## src/rtl/branch_target_buffer.sv

```systemverilog
`default_nettype none
// ============================================================================
// Module   : branch_target_buffer
// Brief    : Direct-mapped BTB with 2-bit predictors and mispredict counter.
// Revision : 1.0
// ============================================================================
module branch_target_buffer #(
    parameter int ENTRIES = 16,
    parameter int INDEX_W = $clog2(ENTRIES),
    parameter int ADDR_W  = 32,
    parameter int CNT_W   = 16
) (
    input  logic              btb_clk,
    input  logic              btb_rst,
    input  logic              btb_lookup_valid,
    input  logic [ADDR_W-1:0] btb_lookup_pc,
    output logic              btb_hit,
    output logic              btb_predict_taken,
    output logic [ADDR_W-1:0] btb_predict_target,
    input  logic              btb_update_valid,
    input  logic [ADDR_W-1:0] btb_update_pc,
    input  logic              btb_update_taken,
    input  logic [ADDR_W-1:0] btb_update_target,
    output logic              btb_mispredict,
    output logic [CNT_W-1:0]  btb_mispredict_count
);

    localparam int         TAG_W        = ADDR_W - INDEX_W - 2;
    localparam logic [1:0] C_CTR_RESET  = 2'b01;
    localparam logic [1:0] C_CTR_ALLOC  = 2'b10;

    logic              valid_q  [ENTRIES];
    logic [TAG_W-1:0]  tag_q    [ENTRIES];
    logic [ADDR_W-1:0] target_q [ENTRIES];
    logic [1:0]        ctr_q    [ENTRIES];

    logic              hit_q, hit_d;
    logic              taken_q, taken_d;
    logic [ADDR_W-1:0] ptarget_q, ptarget_d;
    logic              mispredict_q, mispredict_d;
    logic [CNT_W-1:0]  count_q, count_d;

    logic [INDEX_W-1:0] w_lk_idx, w_up_idx;
    logic [TAG_W-1:0]   w_lk_tag, w_up_tag;
    logic               w_up_hit;
    logic [1:0]         w_up_ctr;
    logic [1:0]         w_up_ctr_d;
    logic               w_unused;

    assign w_lk_idx = btb_lookup_pc[INDEX_W+1:2];
    assign w_lk_tag = btb_lookup_pc[ADDR_W-1:INDEX_W+2];
    assign w_up_idx = btb_update_pc[INDEX_W+1:2];
    assign w_up_tag = btb_update_pc[ADDR_W-1:INDEX_W+2];
    assign w_unused = ^{btb_lookup_pc[1:0], btb_update_pc[1:0]};

    // Lookup reads the table before this edge's update lands (no bypass).
    always_comb begin
        hit_d     = btb_lookup_valid && valid_q[w_lk_idx] && (tag_q[w_lk_idx] == w_lk_tag);
        taken_d   = hit_d && ctr_q[w_lk_idx][1];
        ptarget_d = hit_d ? target_q[w_lk_idx] : '0;
    end

    always_comb begin
        w_up_hit = valid_q[w_up_idx] && (tag_q[w_up_idx] == w_up_tag);
        w_up_ctr = ctr_q[w_up_idx];
        if (btb_update_taken)
            w_up_ctr_d = (w_up_ctr == 2'b11) ? 2'b11 : w_up_ctr + 2'd1;
        else
            w_up_ctr_d = (w_up_ctr == 2'b00) ? 2'b00 : w_up_ctr - 2'd1;

        mispredict_d = 1'b0;
        if (btb_update_valid) begin
            if (!w_up_hit)
                mispredict_d = btb_update_taken;
            else
                mispredict_d = (w_up_ctr[1] != btb_update_taken) ||
                               (w_up_ctr[1] && btb_update_taken &&
                                (target_q[w_up_idx] != btb_update_target));
        end

        count_d = count_q;
        if (mispredict_d && (count_q != {CNT_W{1'b1}}))
            count_d = count_q + 1'b1;
    end

    always_ff @(posedge btb_clk or posedge btb_rst) begin
        if (btb_rst) begin
            for (int i = 0; i < ENTRIES; i++) begin
                valid_q[i]  <= 1'b0;
                tag_q[i]    <= '0;
                target_q[i] <= '0;
                ctr_q[i]    <= C_CTR_RESET;
            end
        end else if (btb_update_valid) begin
            if (w_up_hit) begin
                ctr_q[w_up_idx] <= w_up_ctr_d;
                if (btb_update_taken)
                    target_q[w_up_idx] <= btb_update_target;
            end else if (btb_update_taken) begin
                valid_q[w_up_idx]  <= 1'b1;
                tag_q[w_up_idx]    <= w_up_tag;
                target_q[w_up_idx] <= btb_update_target;
                ctr_q[w_up_idx]    <= C_CTR_ALLOC;
            end
        end
    end

    always_ff @(posedge btb_clk or posedge btb_rst) begin
        if (btb_rst) begin
            hit_q        <= 1'b0;
            taken_q      <= 1'b0;
            ptarget_q    <= '0;
            mispredict_q <= 1'b0;
            count_q      <= '0;
        end else begin
            hit_q        <= hit_d;
            taken_q      <= taken_d;
            ptarget_q    <= ptarget_d;
            mispredict_q <= mispredict_d;
            count_q      <= count_d;
        end
    end

    assign btb_hit              = hit_q;
    assign btb_predict_taken    = taken_q;
    assign btb_predict_target   = ptarget_q;
    assign btb_mispredict       = mispredict_q;
    assign btb_mispredict_count = count_q;

endmodule
`default_nettype wire
```

## config.mk

```make
export PLATFORM = sky130hd
export DESIGN_NAME = branch_target_buffer
export DESIGN_NICKNAME = d
export VERILOG_FILES = /design/src/rtl/branch_target_buffer.sv
export SDC_FILE = /design/constraint.sdc
export NUM_CORES = 2
export LEC_CHECK = 0
export BUFFER_PORTS_ARGS = -buffer_cell sky130_fd_sc_hd__buf_4
export CAP_MARGIN = 20
export CORE_MARGIN = 2
export CORE_UTILIZATION = 61
export DETAILED_ROUTE_END_ITERATION = 8
export GPL_ROUTABILITY_DRIVEN = 0
export HOLD_SLACK_MARGIN = 0.15
export PLACE_DENSITY = 0.85
export SYNTH_ARGS = -nofsm -noshare
export SYNTH_HDL_FRONTEND = slang
export SYNTH_SLANG_ARGS = --single-unit
```

## constraint.sdc

```tcl
create_clock -name btb_clk -period 81.9 [get_ports btb_clk]
set_input_delay 12.285 -clock btb_clk [delete_from_list [all_inputs] [get_ports btb_clk]]
set_output_delay 12.285 -clock btb_clk [all_outputs]
set_load 0.05 [all_outputs]
```

==> impl_metrics.yaml <==
global_route:
  grt_pass1_vias: 36100
  grt_overflow: 0
  grt_pass1_wl_um: 231000
  grt_max_degree: 173
  antenna_found_initial: 10
  grtUsageTotal: 0.330
placement:
  dp_hpwl_um: 87200
  placed_cell_area_mm2: 0.0571
  io_buffers: 147
  placed_cells: 4627
  post-place-ws_ps: 61640
clock_tree:
  h-tree-depth: 3
  post-cts-setup-buffer-count: 0
  clk_pin_slew_worst_paths_ps: 60
  worstSkewPairLatency_ps: 690
  clock-sinks: 1027
  clockRootBuffer: "clkbuf_16"
  cts_tree: "built"
  cts_buffers: 105
  clock_path_buffers: 3
  cts_resized: 0
  hold_buffers: 0
die:
  start_util: 0.615
  core_mm2: 0.0900
  die_y_um: 305
  dieArea_mm2: 0.0932
  ios: 152
  die_w_um: 305
  placementRows: 110
critical_path:
  cp_num_buf_inv: 6
  cp-start-kind: "input pin"
  path_common_cell: "buf_4"
  endpoint: "btb_mispredict_count[1]"
  regToRegSetupSlack_ps: 77440
  cp_max_fo: 53
  required_ps: 82470
  worstSetupStartpoint: "btb_update_pc[2]"
  crit_path_end_kind: "flop"
  worst-path-stages: 16
  regToRegEndpoint: "tag_q[155]"
  cp_data_arrival_time_ps: 19960
  r2r-start: "tag_q[239]"
  cpLargestDelayFamily: "buffers and inverters"
  critPathKind: "in -> reg"
  crit_path_cell_trace: "buf_8 -> buf_4 -> buf_4 -> buf_4 -> buf_4 -> buf_4 -> mux4_2 -> mux2i_1 -> xnor2_1 -> nor3_1 -> and4_1 -> a41o_1 -> and4_1 -> o31ai_4 -> nand3b_2 -> mux2_1"
  cpPeakStageDelay_ps: 860
  rr_worst_depth: 11
  cp_slowest_cell: "buf_4"
timing:
  min_period_over_period: 0.237
  fin_skew_ps: 27.7
  setup_ws_ps: 62510
  rsz0062_at_grt: "false"
  finalHoldViolations: 0
  period_needed_ps: 19390
  tns_ps: 0
  slew_viol_final: 0
  worst_pin_slew_ps: 1140
  setup-violations-final: 0
  max_freq_mhz: 51.6
  relSlewSlack: 0.239
pwr:
  power_mw: 1.49
  ir_worst_vdd_mv: 0.0207
  p_per_area_mw_per_mm2: 24.6
  power.leakage_nw: 25.9
run:
  max-cap-violations: 0
logic_synthesis:
  synth_edf_count: 0
  synthTopCellsByCount: "dfrtp_1 (1,011), mux2_2 (826), mux4_2 (501), clkbuf_1 (194), mux2i_1 (131)"
  synth_largest_area_cell: "dfrtp_1"
  yosysMostFrequentCell: "dfrtp_1"
  ys_async_sr_fraction: 1.00
  synth-seq-cells: 1027
  synth_top_area_frac: 0.457
  synthCells: 3564
  synthTopCellsByArea: "dfrtp_1 (46%), mux4_2 (20%), mux2_2 (17%)"
  ys_types: 76
  postSynthAreaPerCell_um2: 15.5
  synth_ff_type: "dfrtp_1"
  seq_area_frac_synth: 0.465
  ys.warnings.count: 0
  synth_area_mm2: 0.0554
  syn-num-nets: 3667
route:
  drt_iter0_markers: 4139
  firstDrtPassIters: 5
  postRouteAntennaNets: 0
  routedWlPerCell_um: 31.6
  routed_via_density: 7.18
  vias: 34600
  totalWireLength_um: 152000
  drcViolationCount: 0
cells_and_area:
  area_delta_synth_final_pct: 9.57
  final_cells: 4821
  finalNetCount: 3662
  drive_above_1_share: 0.518
  final_area_mm2: 0.0607
min_path:
  hold_path_class: "reg -> reg"
status:
  status: "completed"
==> stage by stage <==
step | utilization | hold WS (ps)
finish | 0.674 | 487
global route | 0.674 | 509
CTS | 0.674 | 492
detailed placement | 0.634 | 476
global placement | 0.634 | 459
floorplan | - | 445
==> sequential cells by signal, indices dropped and copies added, names as in the netlist <==
signal	count
btb_predict_taken	1
valid_q	16
ctr_q	32
btb_hit	1
btb_mispredict	1
target_q	512
btb_predict_target	32
tag_q	416
btb_mispredict_count	16
==> layout make-up <==
cell class / count / area [um2]
fillers: 6040 / 29300
multi-input cells: 2183 / 28100
flip-flops and latches: 1027 / 25700
clock buffers: 152 / 3070
repair buffers: 227 / 1800
well taps: 1176 / 1470
clock inverters: 35 / 448
inverters: 15 / 63.8
diodes: 6 / 15.0
==> placed cells by master, fill, tap and decap left out, types with 9 or more instances in the layout <==
master / instances
inv_1: 12
bufinv_16: 9
buf_4: 217
a22oi_1: 41
nand3_1: 22
mux4_2: 501
xor2_1: 29
nor2_4: 16
nor2_1: 21
mux2_1: 77
o22ai_1: 16
nand4_1: 19
o21ai_0: 19
nor2b_1: 42
mux2_4: 78
nor3_4: 12
mux2_2: 826
a21oi_1: 16
mux2i_1: 131
clkbuf_8: 22
nor3_2: 10
a221oi_1: 12
or2_2: 12
and3_1: 11
dfstp_2: 16
clkbuf_16: 108
dfrtp_1: 1011
clkinv_2: 14
nor4_1: 12
xnor2_1: 72
nand2_1: 48
nor3_1: 19
clkbuf_1: 24
==> per-layer routing <==
| metal | up-vias | global-route usage | share of wire |
|---|---|---|---|
| li1 | 13800 | - | - |
| met1 | 18500 | 0.447 | 0.38 |
| met2 | 1882 | 0.516 | 0.48 |
| met3 | 453 | 0.0711 | 0.093 |
| met4 | 6 | 0.154 | 0.049 |
| met5 | - | 0 | 0.00024 |
==> worst min path at each step <==
| stage | end | cells past startpoint | from |
|---|---|---|---|
| 2_1_floorplan | valid_q[13] | 1 | valid_q[13] |
| 3_3_place_gp | valid_q[13] | 1 | valid_q[13] |
| 3_5_place_dp | valid_q[8] | 1 | valid_q[8] |
| 4_1_cts | valid_q[10] | 1 | valid_q[10] |
| 5_1_grt | valid_q[12] | 1 | valid_q[12] |
| 6_report | valid_q[9] | 1 | valid_q[9] |
==> worst register-to-register path: stages, from the launching register on <==
cell,delay [ps]
dfrtp_1,400
mux4_2,500
nor3_1,610
a41o_1,190
nand2_1,100
and4b_1,250
nand4_1,130
nor4b_4,60
buf_4,280
nor3_4,850
buf_4,560
mux2_2,400
==> report_power, final <==
part	internal (mW)	leakage, nW	total, mW	switching (mW)
Combinational	0.191	11.1	0.320	0.129
Sequential	0.603	13.1	0.678	0.0757
Clock	0.288	1.72	0.493	0.205
==> cells by family after synthesis <==
family / synth area share
buffers and inverters: 0.0318
multiplexers: 0.432
flip-flops: 0.465
XOR/XNOR: 0.0160
adder cells (fa/ha/maj): 0.000633
AO/OA/AOI/OAI: 0.0225
AND/OR/NAND/NOR: 0.0322
No activity file was read; power rests on OpenSTA's default activity.
